**config.mk**
```make
export PLATFORM = sky130hd
export DESIGN_NAME = ws2812_frame_encoder
export DESIGN_NICKNAME = d
export VERILOG_FILES = /design/src/rtl/led_pkg.sv /design/src/rtl/ws2812_bit_timer.sv /design/src/rtl/ws2812_frame_encoder.sv
export SDC_FILE = /design/constraint.sdc
export NUM_CORES = 1
export LEC_CHECK = 0
export BUFFER_PORTS_ARGS = -buffer_cell sky130_fd_sc_hd__buf_2
export CORE_ASPECT_RATIO = 1.5
export CORE_MARGIN = 4
export CORE_UTILIZATION = 60
export DETAILED_ROUTE_END_ITERATION = 7
export PLACE_DENSITY = 0.79
export SLEW_MARGIN = 15
export SYNTH_ARGS = -nofsm -noshare
export SYNTH_HDL_FRONTEND = slang
export SYNTH_SLANG_ARGS = --single-unit
export TNS_END_PERCENT = 20
```
**constraint.sdc**
```tcl
create_clock -name clk -period 5.2 [get_ports clk]
set_input_delay 0.26 -clock clk [delete_from_list [all_inputs] [get_ports clk]]
set_output_delay 0.26 -clock clk [all_outputs]
set_load 0.02 [all_outputs]
```
**src/rtl/led_pkg.sv**
```systemverilog
// Shared types and default WS2812 timing (100 MHz clock) for the LED frame encoder.
package led_pkg;

    typedef enum logic [1:0] {
        IDLE,
        SEND,
        LATCH
    } state_t;

    localparam int DEF_T0H      = 40;
    localparam int DEF_T1H      = 80;
    localparam int DEF_TBIT     = 125;
    localparam int DEF_TRESET   = 5000;
    localparam int BITS_PER_LED = 24;

endpackage

```
**src/rtl/ws2812_bit_timer.sv**
```systemverilog
// Per-bit pulse generator: captures the colour MSB at the start of each bit and
// shapes the high/low WS2812 waveform, flagging the last cycle of every bit.
module ws2812_bit_timer
    import led_pkg::*;
#(
    parameter int T0H  = DEF_T0H,
    parameter int T1H  = DEF_T1H,
    parameter int TBIT = DEF_TBIT
) (
    input  logic clk,
    input  logic reset,
    input  logic launch,
    input  logic run,
    input  logic lastBit,
    input  logic CurrentBit,
    output logic dout,
    output logic bitEnd
);

    localparam int CW = (TBIT > 2) ? $clog2(TBIT) : 1;
    localparam logic [CW-1:0] CYC_LAST = CW'(TBIT - 1);
    localparam logic [CW-1:0] HI_ZERO  = CW'(T0H);
    localparam logic [CW-1:0] HI_ONE   = CW'(T1H);

    logic [CW-1:0] cyc;
    logic [CW-1:0] nextCyc;
    logic [CW-1:0] hiLen;
    logic          bitQ;
    logic          levelBit;

    // dout is registered, so it is computed from the phase about to be entered;
    // during cyc 0 the bit is not yet in bitQ and comes straight from CurrentBit.
    always_comb begin
        nextCyc  = cyc + CW'(1);
        levelBit = (cyc == '0) ? CurrentBit : bitQ;
        hiLen    = levelBit ? HI_ONE : HI_ZERO;
    end

    always_ff @(posedge clk or posedge reset) begin
        if (reset) begin
            cyc    <= '0;
            bitQ   <= 1'b0;
            dout   <= 1'b0;
            bitEnd <= 1'b0;
        end else if (launch) begin
            cyc    <= '0;
            dout   <= 1'b1;
            bitEnd <= 1'b0;
        end else if (run) begin
            if (cyc == CYC_LAST) begin
                cyc    <= '0;
                dout   <= ~lastBit;
                bitEnd <= 1'b0;
            end else begin
                if (cyc == '0) begin
                    bitQ <= CurrentBit;
                end
                cyc    <= nextCyc;
                dout   <= (nextCyc < hiLen);
                bitEnd <= (nextCyc == CYC_LAST);
            end
        end else begin
            cyc    <= '0;
            dout   <= 1'b0;
            bitEnd <= 1'b0;
        end
    end

endmodule

```
**src/rtl/ws2812_frame_encoder.sv**
```systemverilog
// WS2812 frame encoder: streams NUM_LEDS x 24 bits from the upstream GRB shift
// register onto the one-wire line, then holds the line low for the latch gap.
module ws2812_frame_encoder
    import led_pkg::*;
#(
    parameter int T0H      = DEF_T0H,
    parameter int T1H      = DEF_T1H,
    parameter int TBIT     = DEF_TBIT,
    parameter int NUM_LEDS = 8,
    parameter int TRESET   = DEF_TRESET
) (
    input  logic clk,
    input  logic reset,
    input  logic start,
    input  logic CurrentBit,
    output logic RotateRegisterLeft,
    output logic dout,
    output logic busy,
    output logic done
);

    localparam int BW      = $clog2(BITS_PER_LED);
    localparam int LW      = (NUM_LEDS > 2) ? $clog2(NUM_LEDS) : 1;
    localparam int TW      = (TRESET > 2) ? $clog2(TRESET) : 1;
    localparam int DONE_AT = (TRESET > 1) ? TRESET - 2 : 0;

    localparam logic [BW-1:0] BIT_LAST   = BW'(BITS_PER_LED - 1);
    localparam logic [LW-1:0] LED_LAST   = LW'(NUM_LEDS - 1);
    localparam logic [TW-1:0] LATCH_LAST = TW'(TRESET - 1);
    localparam logic [TW-1:0] DONE_CYC   = TW'(DONE_AT);

    state_t        state;
    logic [BW-1:0] bitn;
    logic [LW-1:0] led;
    logic [TW-1:0] latchCyc;
    logic          launch;
    logic          running;
    logic          lastBit;
    logic          bitEnd;

    always_comb begin
        launch  = (state == IDLE) && start;
        running = (state == SEND);
        lastBit = (bitn == BIT_LAST) && (led == LED_LAST);
    end

    ws2812_bit_timer #(
        .T0H (T0H),
        .T1H (T1H),
        .TBIT(TBIT)
    ) bitTimer (
        .clk       (clk),
        .reset     (reset),
        .launch    (launch),
        .run       (running),
        .lastBit   (lastBit),
        .CurrentBit(CurrentBit),
        .dout      (dout),
        .bitEnd    (bitEnd)
    );

    // The end-of-bit strobe is already registered and only ever high in SEND,
    // so it serves directly as the shift-register advance pulse.
    assign RotateRegisterLeft = bitEnd;

    always_ff @(posedge clk or posedge reset) begin
        if (reset) begin
            state    <= IDLE;
            bitn     <= '0;
            led      <= '0;
            latchCyc <= '0;
            busy     <= 1'b0;
            done     <= 1'b0;
        end else begin
            case (state)
                IDLE: begin
                    done <= 1'b0;
                    if (start) begin
                        state <= SEND;
                        bitn  <= '0;
                        led   <= '0;
                        busy  <= 1'b1;
                    end
                end

                SEND: begin
                    if (bitEnd) begin
                        if (lastBit) begin
                            state    <= LATCH;
                            latchCyc <= '0;
                            bitn     <= '0;
                            led      <= '0;
                            done     <= (TRESET == 1);
                        end else if (bitn == BIT_LAST) begin
                            bitn <= '0;
                            led  <= led + LW'(1);
                        end else begin
                            bitn <= bitn + BW'(1);
                        end
                    end
                end

                LATCH: begin
                    if (latchCyc == LATCH_LAST) begin
                        state    <= IDLE;
                        latchCyc <= '0;
                        busy     <= 1'b0;
                        done     <= 1'b0;
                    end else begin
                        latchCyc <= latchCyc + TW'(1);
                        done     <= (latchCyc == DONE_CYC);
                    end
                end

                default: begin
                    state <= IDLE;
                    busy  <= 1'b0;
                    done  <= 1'b0;
                end
            endcase
        end
    end

endmodule

```
# ---- Word-level counts from Yosys, hierarchy flattened
# Index checks and enable logic that the tools add are counted.
dict set report word_totals {
  register_bits 35
  out_inout_bits 4
  word_cells 82
  input_bits 4
}
dict set report classes {
  bitwise_logic 4
  reduce_logical 13
  n_lt_le_gt_ge 1
  eq_ne 13
  add_sub_neg 4
  muxes 37
}
# op n
set op_table {}
lappend op_table {{$mux W13} 3}
lappend op_table {{$mux W7} 4}
lappend op_table {{$eq A13 B13 Y1 const B} 2}
lappend op_table {{$pmux W13 S2} 1}
lappend op_table {{$mux W5} 4}
lappend op_table {{$eq A7 B7 Y1 const B} 2}
lappend op_table {{$add A13 B1 Y13 const B} 1}
lappend op_table {{$mux W1} 12}
lappend op_table {{$mux W3} 4}
lappend op_table {{$reduce_and A3 Y1} 4}
lappend op_table {{$pmux W5 S2} 1}
lappend op_table {{$mux W2} 4}
lappend op_table {{$ne A2 B2 Y1 const B} 4}
lappend op_table {{$reduce_and A4 Y1} 2}
lappend op_table {{$add A7 B1 Y7 const B} 1}
lappend op_table {{$logic_not A7 Y1} 1}
lappend op_table {{$lt A7 B7 Y1} 1}
lappend op_table {{$pmux W2 S3} 1}
lappend op_table {{$pmux W3 S2} 1}
lappend op_table {{$add A5 B1 Y5 const B} 1}
lappend op_table {{$eq A5 B5 Y1 const B} 1}
lappend op_table {{$not A1 Y1} 4}
lappend op_table {{$reduce_bool A2 Y1} 2}
lappend op_table {{$add A3 B1 Y3 const B} 1}
lappend op_table {{other kinds (9)} 10}

# ---- Longest topological paths before layout
# Gate-level depths: netlist of the first run.
dict set report depth {
  depth_word 7
  mapped_depth 9
  ltp_nobuf 9
}

# ---- By module
# Synthesis of the first run repeated with hierarchy kept, for this count alone.
dict set report unflattened {
  hier_cells 219
  hier_area_um2 2109.5
}
# mod n_inst seq_area_each_um2 area_per_inst_um2 cells_per_inst
set by_module_without_submodules {}
lappend by_module_without_submodules {ws2812_frame_encoder 1 625.6 1505.2 158}
lappend by_module_without_submodules {ws2812_bit_timer 1 250.2 604.3 61}

# ---- Least setup slack after synthesis of the first run
# OpenSTA, ideal clock, no wires.
dict set report synth_path {
  kind {reg-to-reg}
  start {register bitTimer.cyc[3]}
  end {register bitTimer.dout}
  n_path_buf 0
  synth_period_minus_slack_ns 1.817
  path_stages_with_launch 9
  t_required_ns 5.069
  path_slack_ns 3.383
  setup_ns 0.131
  t_arrival_ns 1.687
  path_cell_list {dfrtp_1 > nor4_1 > nand3b_1 > mux2_2 > inv_1 > ha_1 > nor2_1 > a311oi_1 > a21oi_1}
}
dict set report synth_between {
  elab_chain_cells 7
  word_cells_on_any_way 9
  cone_classes {add/sub: 1; order compare: 1; eq/ne: 1; mux: 5; reduce/logical: 1}
}
# item line
set synth_rtl {}
lappend synth_rtl {{start, declared} ws2812_bit_timer.sv:25} ;# logic [CW-1:0] cyc;
lappend synth_rtl {{start signal, assigned} ws2812_bit_timer.sv:58} ;# cyc <= nextCyc;
lappend synth_rtl {{parallel branches: the longest is 4 deep, another holds $add A7 B1 Y7} --}
lappend synth_rtl {{$mux W1 *} ws2812_bit_timer.sv:50} ;# if (cyc == CYC_LAST) begin
lappend synth_rtl {{$mux W1 *} ws2812_bit_timer.sv:49} ;# end else if (run) begin
lappend synth_rtl {{$mux W1 *} ws2812_bit_timer.sv:45} ;# end else if (launch) begin
lappend synth_rtl {{end signal, assigned} ws2812_bit_timer.sv:52} ;# dout <= ~lastBit;
lappend synth_rtl {{end signal, assigned} ws2812_bit_timer.sv:59} ;# dout <= (nextCyc < hiLen);
lappend synth_rtl {{end, declared} ws2812_bit_timer.sv:16} ;# output logic dout,
# Every way passes the cells marked *.
# A chain may end at the register's enable or synchronous reset.

# ---- Worst setup path in the final report of the first run
# Same ends and word-level chain as after synthesis.

==> results summary, run 1 <==
The flow ran to the end, and the final reports show no timing, DRC or antenna violations. The sum of negative setup slack is 0 ns. The total number of clock tree sinks came out at 35. The maximum frequency from static timing analysis is 0.503 GHz. The uppermost layer routed is met4. In the final routed layout, each cell accounts on average for 14.8 µm.

The number of global-route vias before repair is 1472. The sequential power share is 49.2%. The total length of routed met3 wires is 125 µm.

The number of vias after detailed routing came out at 1483. The final standard cell utilization of the core is 68.6%. For this design, the CTS-stage hold fixing added 0 buffers.

The number of max-slew violations in the final report is 0. The most used flip-flop cell after synthesis is sky130_fd_sc_hd__dfrtp_1. STA classifies the critical path endpoint as a flip-flop. 8 I/O pins were placed. The count of cells resized by post-cts repair is 0. The half-perimeter wire length after placement is 2680 µm. The final layout contains routed wiring with a total length of 3780 µm.

The cell with the largest stage delay on the worst path is sky130_fd_sc_hd__dfrtp_1. The maximum number of pins on one net before global-route repair is 36. Walking the worst path, the cells encountered are nor4_1 > nand3b_1 > mux2_2 > inv_1 > ha_1 > nor2_1 > a311oi_1 > a21oi_1. The number of antenna violations at the first check in global routing is 0.

The max-cap violation count came out at 0. The post-layout instance area came out at 0.00204 mm². In the layout the commonest cells are sky130_fd_sc_hd__dfrtp_1 (35), sky130_fd_sc_hd__nand2_1 (24), sky130_fd_sc_hd__o21ai_0 (23). The final critical-path share of the clock period came out at 38.2%. The share of post-route cells with drive strength above 1 is 9.72%. The number of filler instances in the final layout came out at 232. The length of the first detailed-routing pass in iterations came out at 4. The number of buffers inserted during clock tree synthesis is 5. Setup repair after global routing left no endpoint under its margin. The number of different library cells used by synthesis comes to 39. A synthesized cell averages 9.15 µm². For this block, wires on met1 add up to 1580 µm.

The worst-margin pin slew came out at 0.593 ns. The area growth from synthesis to layout is 8.30%. The kind of cell with the highest combined delay along the critical path is flip-flops. Between clock sinks in the finished design, the worst skew comes to 0.0103 ns.

The min-delay analysis places its worst path in the category in -> async. Cell internal power was estimated by the tool at 484 µW. The setup violation total in the final timing report came out at 0. After detailed routing, the number of remaining DRC violations is 0.

Summed over all nets, wire length on met2 after detailed routing comes to 1980 µm. The total buffers and inverters traversed by the critical path came out at 1. The vertical die dimension came out at 76.6 µm. Leaving out fill and tap cells, the most frequent cell in the layout is sky130_fd_sc_hd__dfrtp_1. CTS built an H-tree with a depth of 2.

The hold violation total from the final report came out at 0. For this run, the slowest stage of the critical path takes 0.45 ns. The worst hold margin is 0.0567 ns.

Global routing used 21.9% of the available tracks across all layers. Power spread over the standard cell area amounts to 350 mW/mm². In this run, synthesis inferred 0 flip-flops with an integrated enable. The relative max-transition margin is 60.5%. The total power after layout came out at 715 µW.

The final critical delay including setup and external delays is 1.99 ns. For this configuration, the core starts out at a cell density of 63.4%. The DRC marker count from the first detailed-route iteration is 38. The number of nets at the end of the flow is 229.

The residual overflow from global routing is 0. The number of setup buffers added after CTS came out at 0. The number of routed nets with antenna violations is 0. The count of state elements after synthesis came out at 35. The critical path in this run is classified as reg -> reg. The floorplan step defined a die boundary enclosing 0.00412 mm². Clock-pin slew was measured on the worst setup and hold paths at 0.07 ns. The slack of the critical path is 3.21 ns. The core region area is 0.00297 mm². The final cell count without fillers is 255. The analysis attributes to net switching a power of 230 µW. Synthesis handed over a netlist of 206 instances. The leakage power total is 0.935 nW. The global placement routability congestion is 0.844. The switching fraction of total power came out at 32.2%.

The highest fanout seen on the critical path came out at 6. The startpoint type of the worst setup path is a flip-flop. VDD sags by at most 0.286 mV. The part of the power in the clock network came out at 27.4%. The required time of the worst setup path is 5.37 ns. The fraction of the yosys area taken by sequential cells is 46.5%. The proportion of synthesized flip-flops having asynchronous set or reset is 100%. The netlist area before placement came out at 0.00188 mm². The number of cells in the design after placement came out at 248. For the worst setup path, the data arrival time is 2.15 ns. The combinational cell fraction of total power is 23.3%. The setup slack after placement is 3.23 ns. The post-placement cell area is 0.00195 mm². The clock latency reported for the late side of the worst-skew pair came out at 0.29 ns.

The antenna diode instance count is 0. The average vias per placed instance is 5.82. The first global-routing pass estimated 6580 µm of wire. CTS placed an instance of sky130_fd_sc_hd__clkbuf_8 at the clock tree root.

The number of warnings issued by yosys is 0. Counting along the longest clock path gives a buffer depth of 2. The count of port buffers added during placement is 7. The number of standard-cell rows in the floorplan came out at 24. The net count after synthesis came out at 219. From left edge to right edge, the die measures 53.8 µm. TritonCTS built the clock tree.
## cells in the mapped netlist, types with 3 or more instances
cell type / number / area [µm²]
sky130_fd_sc_hd__a21oi_1: 9 / 45.0
sky130_fd_sc_hd__a31oi_1: 3 / 18.8
sky130_fd_sc_hd__and3_1: 7 / 43.8
sky130_fd_sc_hd__buf_2: 3 / 15.0
sky130_fd_sc_hd__dfrtp_1: 35 / 876
sky130_fd_sc_hd__ha_1: 9 / 113
sky130_fd_sc_hd__inv_1: 10 / 37.5
sky130_fd_sc_hd__nand2_1: 24 / 90.1
sky130_fd_sc_hd__nand2b_1: 4 / 25.0
sky130_fd_sc_hd__nand3_1: 16 / 80.1
sky130_fd_sc_hd__nor2_1: 17 / 63.8
sky130_fd_sc_hd__nor3_1: 3 / 15.0
sky130_fd_sc_hd__nor4_1: 3 / 18.8
sky130_fd_sc_hd__o21ai_0: 23 / 115
sky130_fd_sc_hd__xnor2_1: 4 / 35.0
sky130_fd_sc_hd__xor2_1: 5 / 43.8
## routing by layer
metal  vias up  GRT usage, %
li1        753             -
met1       695          24.8
met2        26          36.3
met3         9          5.87
met4         0          10.7
met5         -             0
## cell families after synthesis
family,Yosys count,synth area share (%)
fa+ha+maj,9,5.98
xor+xnor,9,4.18
mux,1,0.598
flops,35,46.5
compound gates,50,16.3
buf+inv,15,3.19
simple gates,87,23.3
## worst reg2reg max path: cells and delay by family (launching register included)
| family | cells | cell delay [ns] |
|---|---|---|
| AND/OR/NAND/NOR | 3 | 0.45 |
| AO/OA/AOI/OAI | 2 | 0.36 |
| multiplexers | 1 | 0.26 |
| buffers and inverters | 1 | 0.06 |
| flip-flops | 1 | 0.45 |
| adder cells (fa/ha/maj) | 1 | 0.29 |
## final cells by class
class                   instances  area, µm²  share of cell area [%]
clock buffers                   6       82.6                    4.05
flip-flops and latches         35        876                    42.9
multi-input cells             156        948                    46.5
inverters                      10       37.5                    1.84
well taps                      39       48.8                    2.39
repair buffers                  8       42.5                    2.08
clock inverters                 1       5.00                   0.245
## path summary, 6_finish.rpt
path	slack, ns	depth (start not counted)	start	end
setup / recovery	3.21	8	bitTimer.cyc[3]	bitTimer.dout
hold / removal	0.06	3	reset	bitTimer.cyc[5]
min in group clk	0.34	3	start	state[0]
hold reg to reg	0.48	2	led[1]	led[1]
max in group asynchronous	4.84	3	reset	latchCyc[7]
setup reg to reg	3.21	8	bitTimer.cyc[3]	bitTimer.dout
## sequential cells by signal, indices dropped and copies added, names as in the netlist
register,count
latchCyc,13
bitTimer.cyc,7
bitn,5
led,3
state,2
bitTimer.bitEnd,1
bitTimer.bitQ,1
bitTimer.dout,1
busy,1
done,1
## power by group through the flow
stage | logic (mW) | clock network, mW | registers, mW
2_1_floorplan | 0.126 | 0 | 0.349
3_3_place_gp | 0.154 | 0 | 0.350
3_5_place_dp | 0.166 | 0 | 0.354
4_1_cts | 0.167 | 0.205 | 0.349
5_1_grt | 0.194 | 0.214 | 0.356
6_report | 0.167 | 0.196 | 0.352
(Power assumes the default switching activity.)
==> run 2, diff against run 1 <==
--- a/config.mk
+++ b/config.mk
@@ -8,9 +8,9 @@
 export BUFFER_PORTS_ARGS = -buffer_cell sky130_fd_sc_hd__buf_2
 export CORE_ASPECT_RATIO = 1.5
 export CORE_MARGIN = 4
-export CORE_UTILIZATION = 60
+export CORE_UTILIZATION = 54
 export DETAILED_ROUTE_END_ITERATION = 7
-export PLACE_DENSITY = 0.79
+export PLACE_DENSITY = 0.75
 export SLEW_MARGIN = 15
 export SYNTH_ARGS = -nofsm -noshare
 export SYNTH_HDL_FRONTEND = slang
==> constraint.sdc (replaced) <==
create_clock -name clk -period 1.8 [get_ports clk]
set_input_delay 0.09 -clock clk [delete_from_list [all_inputs] [get_ports clk]]
set_output_delay 0.09 -clock clk [all_outputs]
set_load 0.02 [all_outputs]
==> run 2 against run 1 <==
Effect of this change:
- hold slack improved by 0.11 ns
- design area increased by 13%
- critical endpoint is now bitTimer.bitEnd
- largest cell class unchanged
- the flow now finishes with violations (setup timing)
- total power increased to 3.4 times the previous value
==> results summary, run 2 (synthesis gave the netlist of run 1 again) <==
The setup violation total in the final timing report is 2. Measured in cells, the most critical reg-to-reg path has a length of 7. The worst setup path is launched from a flip-flop. In this design, the stage delay of the slowest critical-path cell is 0.55 ns. The total stage count of the critical path is 7. The number of antenna violations at the first check in global routing is 0. The cell sitting at the root of the clock tree is a sky130_fd_sc_hd__clkbuf_8. STA classifies the critical path endpoint as a flip-flop. Routability-driven placement finished with a final weighted congestion of 0.793. After detailed routing, the number of vias per cell comes to 5.84. The buffer depth of the longest clock path came out at 2. The kind of cell with the highest combined delay along the critical path is simple AND/OR/NAND/NOR gates. In this run the tightest slew margin relative to its limit is 69.4%.

The clock transition time at the flip-flop clock pins of the worst setup and hold paths is 0.07 ns. The H-tree generated during clock tree synthesis spans 2 levels. The effective utilization at floorplan is 55.7%.

The die covers 0.00452 mm². The total power after layout came out at 2.44 mW. The maximum number of pins on one net before global-route repair came out at 36. The area of combinational cells with multiple inputs is 0.00102 mm².

The number of vias after detailed routing came out at 1665. In the post-route analysis, the smallest setup slack over all paths is -0.0492 ns. TritonCTS built the clock tree. In this run the remaining antenna-violating nets after routing total 0. The number of nets at the end of the flow is 255.

The total power divided by cell area came out at 1050 mW/mm². The final worst clock skew is 0.00453 ns. The count of port buffers added during placement is 7. The wire length of the first global-routing pass is 7310 µm.

Setup repair after global routing could not meet its margin everywhere. By instance count, the cell type seen most on the critical path is sky130_fd_sc_hd__buf_4. The startpoint-to-endpoint class of the critical path is reg -> reg.

The finished cells cover 0.00231 mm². The register with the most flip-flops in the final layout is latchCyc. The max-cap violation count came out at 0. The total number of clock tree sinks came out at 35. The global-route total usage across every layer is 20.8%. The worst hold path cell count is 3.

The wire length per cell is 15.3 µm. Data on the critical path is required at its endpoint by 2.00 ns. The first routing iteration left 63 violations. Counting the fill cells in the layout gives 271. Leaving out fill and tap cells, the most frequent cells in the layout are sky130_fd_sc_hd__dfrtp_1 (33), sky130_fd_sc_hd__buf_4 (26), sky130_fd_sc_hd__nand2_1 (24). In the routed design, unresolved DRC markers number 0. In the final layout, the registers with the most flip-flops are latchCyc: 13 flops, bitTimer.cyc: 7 flops, bitn: 5 flops. The hold violation total from the final report is 0.

Data arrives at the worst endpoint at 2.05 ns. Summing all flip-flop and latch instances after layout gives 878 µm². The worst hold margin is 0.163 ns.

The floorplan step set the die height to 80.3 µm. In the finished design, the share of the clock period the worst path needs comes to 103%. The number of buffers inserted during clock tree synthesis came out at 5. The leakage power total is 1.07 nW. The final standard cell utilization of the core came out at 68.4%. The cell with the largest stage delay on the worst path is sky130_fd_sc_hd__or4_1. The number of standard-cell rows in the floorplan is 26. In this run the worst hold path is classified as in -> reg. The clock latency reported for the late side of the worst-skew pair is 0.29 ns. The top-level I/O count came out at 8.

The signal on the critical path passes through buf_4 > buf_4 > and3_1 > nand3_1 > xor2_1 > or4_1 > nor4_2. The residual overflow from global routing is 0. The share of post-route cells with drive strength above 1 came out at 24.7%. 0 antenna diodes ended up in the layout. The count of cells in the finished layout, fillers not included, comes to 285. Including well taps, the total number of placed cells is 272. The number of max-slew violations in the final report came out at 0. The run finished, with violations left. The horizontal die dimension is 56.2 µm. Summed over all nets, the half-perimeter wirelength after detailed placement is 3020 µm. The worst-margin pin slew came out at 0.455 ns. The length of the first detailed-routing pass in iterations is 5. The total buffers and inverters traversed by the critical path is 2. The library cell used most frequently in the layout, excluding fill and tap cells, is sky130_fd_sc_hd__dfrtp_1. In this run the worst path has a maximum fanout of 5. The core region is 0.00338 mm². The worst IR drop on VDD came out at 0.932 mV. After layout, the minimum clock period comes to 1.85 ns. The register with the most flip-flops in the layout has 13 of them.

The post-placement cell area came out at 0.00211 mm². The number of global-route vias before repair was 1687. The maximum frequency from static timing analysis is 0.541 GHz.

The routed wire length came out at 4360 µm. The final reports fail on setup timing. The area growth from synthesis to layout came out at 22.8%.
## run 2: cell count changes in the layout (fill, tap and decap cells not counted), moves of 2 or more
| cell | change |
|---|---|
| sky130_fd_sc_hd__nand3_1 | -2 |
| sky130_fd_sc_hd__nand3_2 | +2 |
| sky130_fd_sc_hd__ha_1 | -3 |
| sky130_fd_sc_hd__dfrtp_2 | +2 |
| sky130_fd_sc_hd__buf_4 | +25 |
| sky130_fd_sc_hd__dfrtp_1 | -2 |
| sky130_fd_sc_hd__clkinv_2 | +2 |
| sky130_fd_sc_hd__ha_2 | +2 |
## run 2: worst min-delay path: cells and delay by family
family	cells	cell delay, ns
AOI/OAI and AO/OA	2	0.21
buffers and inverters	1	0.10
## run 2: metal layers
| metal | up-vias | global-route usage, % | wire length [µm] |
|---|---|---|---|
| li1 | 801 | - | - |
| met1 | 811 | 22.1 | 1770 |
| met2 | 39 | 36.8 | 2330 |
| met3 | 14 | 4.82 | 142 |
| met4 | 0 | 13.1 | 123 |
| met5 | - | 0 | 0 |
## run 2: area by class of cell
type | count | area share [%]
Clock buffer | 5 | 2.97
Clock inverter | 3 | 0.649
Inverter | 10 | 1.73
Multi-Input combinational cell | 156 | 44.1
Sequential cell | 35 | 37.9
Tap cell | 42 | 2.27
Timing Repair Buffer | 34 | 10.4
## run 2: where the power goes
part | leakage (nW) | internal [mW] | switching [mW] | total [mW]
sequential | 0.453 | 0.895 | 0.0857 | 0.981
clock | 0.0477 | 0.265 | 0.285 | 0.550
combinational | 0.571 | 0.450 | 0.457 | 0.906
## run 2: per-stage QoR
| stage | setup TNS [ns] | setup slack [ns] |
|---|---|---|
| after floorplan | 0 | 0.0101 |
| after global placement | 0 | 0.0154 |
| after detailed placement | -0.0445 | -0.0443 |
| after CTS | 0 | 0.00377 |
| after global routing | -0.295 | -0.169 |
| final | -0.0653 | -0.0492 |
## run 2: final timing paths
check                      slack, ns            start               to
setup / recovery               -0.05  bitTimer.cyc[3]  bitTimer.bitEnd
hold / removal                  0.16            start         state[0]
setup reg to reg               -0.05  bitTimer.cyc[3]  bitTimer.bitEnd
hold reg to reg                 0.49           led[1]           led[1]
max in group asynchronous       1.02            reset      latchCyc[1]
min in group asynchronous       0.44            reset  bitTimer.cyc[6]
## run 2: repair_timing
item                                    in CTS  in global routing
endpoints found under the setup margin       2                  6
hold buffers                                 1                  0
hold endpoints to repair                    35                  0
gates resized for setup                      8                  9
setup buffers                                2                  2
cloned                                       0                  0
pin swaps                                    5                  7
==> run 3, diff against run 2 <==
==> constraint.sdc (replaced) <==
create_clock -name clk -period 1.7 [get_ports clk]
set_input_delay 0.085 -clock clk [delete_from_list [all_inputs] [get_ports clk]]
set_output_delay 0.085 -clock clk [all_outputs]
set_load 0.02 [all_outputs]
==> run 3 against run 2 <==
Effect of this change:
- core utilization increased by 4.8 points
- register-to-register slack got worse by 0.11 ns
- the flow still finishes with violations (setup timing)
- critical path depth increased by 2
- setup slack got worse by 0.11 ns
- cell count up 3.5%
- highest routed layer unchanged
- first-iteration DRC count up 22%
- hold slack gained 0.015 ns
- combinational power is 11% higher
- clock power is 11% higher
- total power rose by 9.2%
- clock skew is 0.00098 ns higher
- wire length rose by 15%
==> results summary, run 3 (synthesis gave the netlist of run 1 again) <==
The highest fanout seen on the critical path is 4. The wire length per cell is 17.0 µm. For the worst-skew pair, the clock arrives at the later sink with an insertion delay of 0.29 ns. The final critical-path share of the clock period is 109%. The average vias per placed instance is 5.84. Detailed placement finished with a half-perimeter wire length of 3280 µm. The floorplan step defined a core boundary enclosing 0.00338 mm². The root buffer cell chosen for the clock tree is sky130_fd_sc_hd__clkbuf_8. The relative max-transition margin came out at 69.9%.

The number of buffers inserted during clock tree synthesis is 5. The design draws 2.66 mW. The routed wire length came out at 5020 µm.

The critical path in this run is classified as reg -> reg. The antenna diode instance count came out at 0. The delay of the slowest cell on the worst path is 0.40 ns. The final worst clock skew is 0.00551 ns. The number of max-slew violations in the final report is 0.

The checks that failed: setup timing. Counting flops per register, the top entry is latchCyc. The final cell count without fillers is 295. At the worst endpoint, the arrival time is 2.08 ns. The CTS tree is yes.

In this run, the number of DRC markers left after iteration 0 of detailed routing was 77. In this run the deepest clock path goes through 2 buffers. The count of port buffers added during placement is 7.

The number of nets at the end of the flow is 266. The required time of the worst setup path is 1.92 ns. On the final layout, the worst hold slack is 0.178 ns.

The largest individual stage delay along the critical path comes from the cell sky130_fd_sc_hd__dfrtp_1. In the final timing run, aggregate negative setup slack is -0.242 ns. Across all setup checks in the final design, the least slack found is -0.156 ns. Setup violations remaining at the end of the flow were counted as 2. Walking the worst path, the cells encountered are inv_1 > ha_1 > nand3b_1 > mux2_4 > inv_4 > ha_4 > nor2_4 > a311oi_2 > a21oi_1. The library cells used most frequently in the layout, excluding fill and tap cells, are sky130_fd_sc_hd__buf_4 (36), sky130_fd_sc_hd__dfrtp_1 (34), sky130_fd_sc_hd__nand2_1 (24). The top-level I/O count came out at 8.

The global-route total usage across every layer is 22.9%. The number of antenna violations at the first check in global routing came out at 0. The storage element area is 877 µm².

The hold violation total from the final report is 0. The startpoint type of the worst setup path is a flip-flop. The count of nets left with antenna violations once routing finished came out at 0.

The area growth from synthesis to layout came out at 31.4%. Across the run, the number of max-cap violations was 0. The total power divided by cell area is 1070 mW/mm².

The largest registers in the layout are latchCyc: 13 flops, bitTimer.cyc: 7 flops, bitn: 5 flops. Setup repair after global routing could not meet its margin everywhere. The flow ran to the end, but the final reports show violations. Summed over all layers, the global routing overflow is 0.

Leaving out fill and tap cells, the most frequent cell in the layout is sky130_fd_sc_hd__buf_4. The number of H-tree branching levels is 2. After clock tree synthesis, the clock-pin slew on the worst setup and hold paths is 0.07 ns. The effective utilization at floorplan is 55.7%. The horizontal die dimension is 56.2 µm.

The worst setup path is captured at a flip-flop. The total number of clock tree sinks is 35. Summing all placed instances gives a cell area of 0.00219 mm². The number of vias after detailed routing is 1723. The number of cells in the design after placement is 282. The post-layout instance area came out at 0.00248 mm². Routability-driven placement finished with a final weighted congestion of 0.807.

Entering global routing, the biggest net connects 36 pins. For this run, the top clock speed supported by timing is 0.539 GHz. The floorplan has 26 rows. The filler cells instantiated in the layout total 245. The number of global-route vias before repair came to 1709. For this run, design rule violations remaining after detail routing come to 0. The area of combinational cells with multiple inputs is 0.00109 mm².

The first global-routing pass estimated 7910 µm of wire. At the pin with the least slew margin, the transition time is 0.452 ns. The setup slack after placement is -0.142 ns.

The smallest clock period supported by the final layout is computed as 1.86 ns. The overall die area is 0.00452 mm². The length of the first detailed-routing pass in iterations is 6. IR analysis of the VDD net gives a maximum drop of 1.11 mV. The number of flip-flops under the largest register name is 13. The final standard cell utilization of the core came out at 73.2%. The leakage power total came out at 1.13 nW.

The vertical die dimension is 80.3 µm. The min-delay analysis places its worst path in the category in -> reg. In the final layout, the share of cells above drive strength 1 is 30.8%.
==> run 3: changes by cell type in the layout (fill, tap and decap cells not counted), sizes merged <==
cell,change
clkinv,-2
buf,+11
clkbuf,+1
==> run 3: path summary, 6_finish.rpt <==
path	start	to	slack, ns	cells after the start
max	bitTimer.cyc[0]	bitTimer.dout	-0.16	9
min	start	state[0]	0.18	3
max reg2reg	bitTimer.cyc[0]	bitTimer.dout	-0.16	9
min reg2reg	led[1]	led[1]	0.48	2
max in group asynchronous	reset	latchCyc[0]	0.92	4
min in group asynchronous	reset	bitTimer.cyc[4]	0.44	4
==> run 3: layout make-up <==
type	instances	share of cell area, %
Sequential cell	35	35.4
Inverter	10	1.62
Multi-Input combinational cell	156	44.1
Clock inverter	1	0.202
Tap cell	42	2.12
Timing Repair Buffer	45	13.2
Clock buffer	6	3.34
==> run 3: power by group <==
group | internal, mW | switching, mW | leakage (nW) | total, mW
sequential | 0.949 | 0.0913 | 0.455 | 1.04
combinational | 0.500 | 0.509 | 0.630 | 1.01
clock | 0.318 | 0.295 | 0.0470 | 0.613
total | 1.77 | 0.895 | 1.13 | 2.66
==> run 3: critical path, delay by kind of cell (launching register included) <==
family                     cells  cell delay [ns]
AOI/OAI and AO/OA              2             0.26
adders and majority gates      2             0.43
buffers and inverters          2             0.14
DFF                            1             0.40
muxes                          1             0.33
and+or+nand+nor                2             0.23
==> run 3: layer usage <==
metal	GRT usage, %	vias up	share of wire, %
met1	23.7	832	37
met3	6.43	10	4.5
met5	0	-	0
met4	11.2	0	2.3
met2	42.0	51	56
li1	-	830	-
==> run 3: what timing repair did <==
action	4_1_cts	5_1_grt
gates resized for setup	10	28
setup buffers	1	4
pin swaps	7	5
endpoints found under the setup margin	9	26
hold buffers	1	0
hold endpoints to repair	35	0
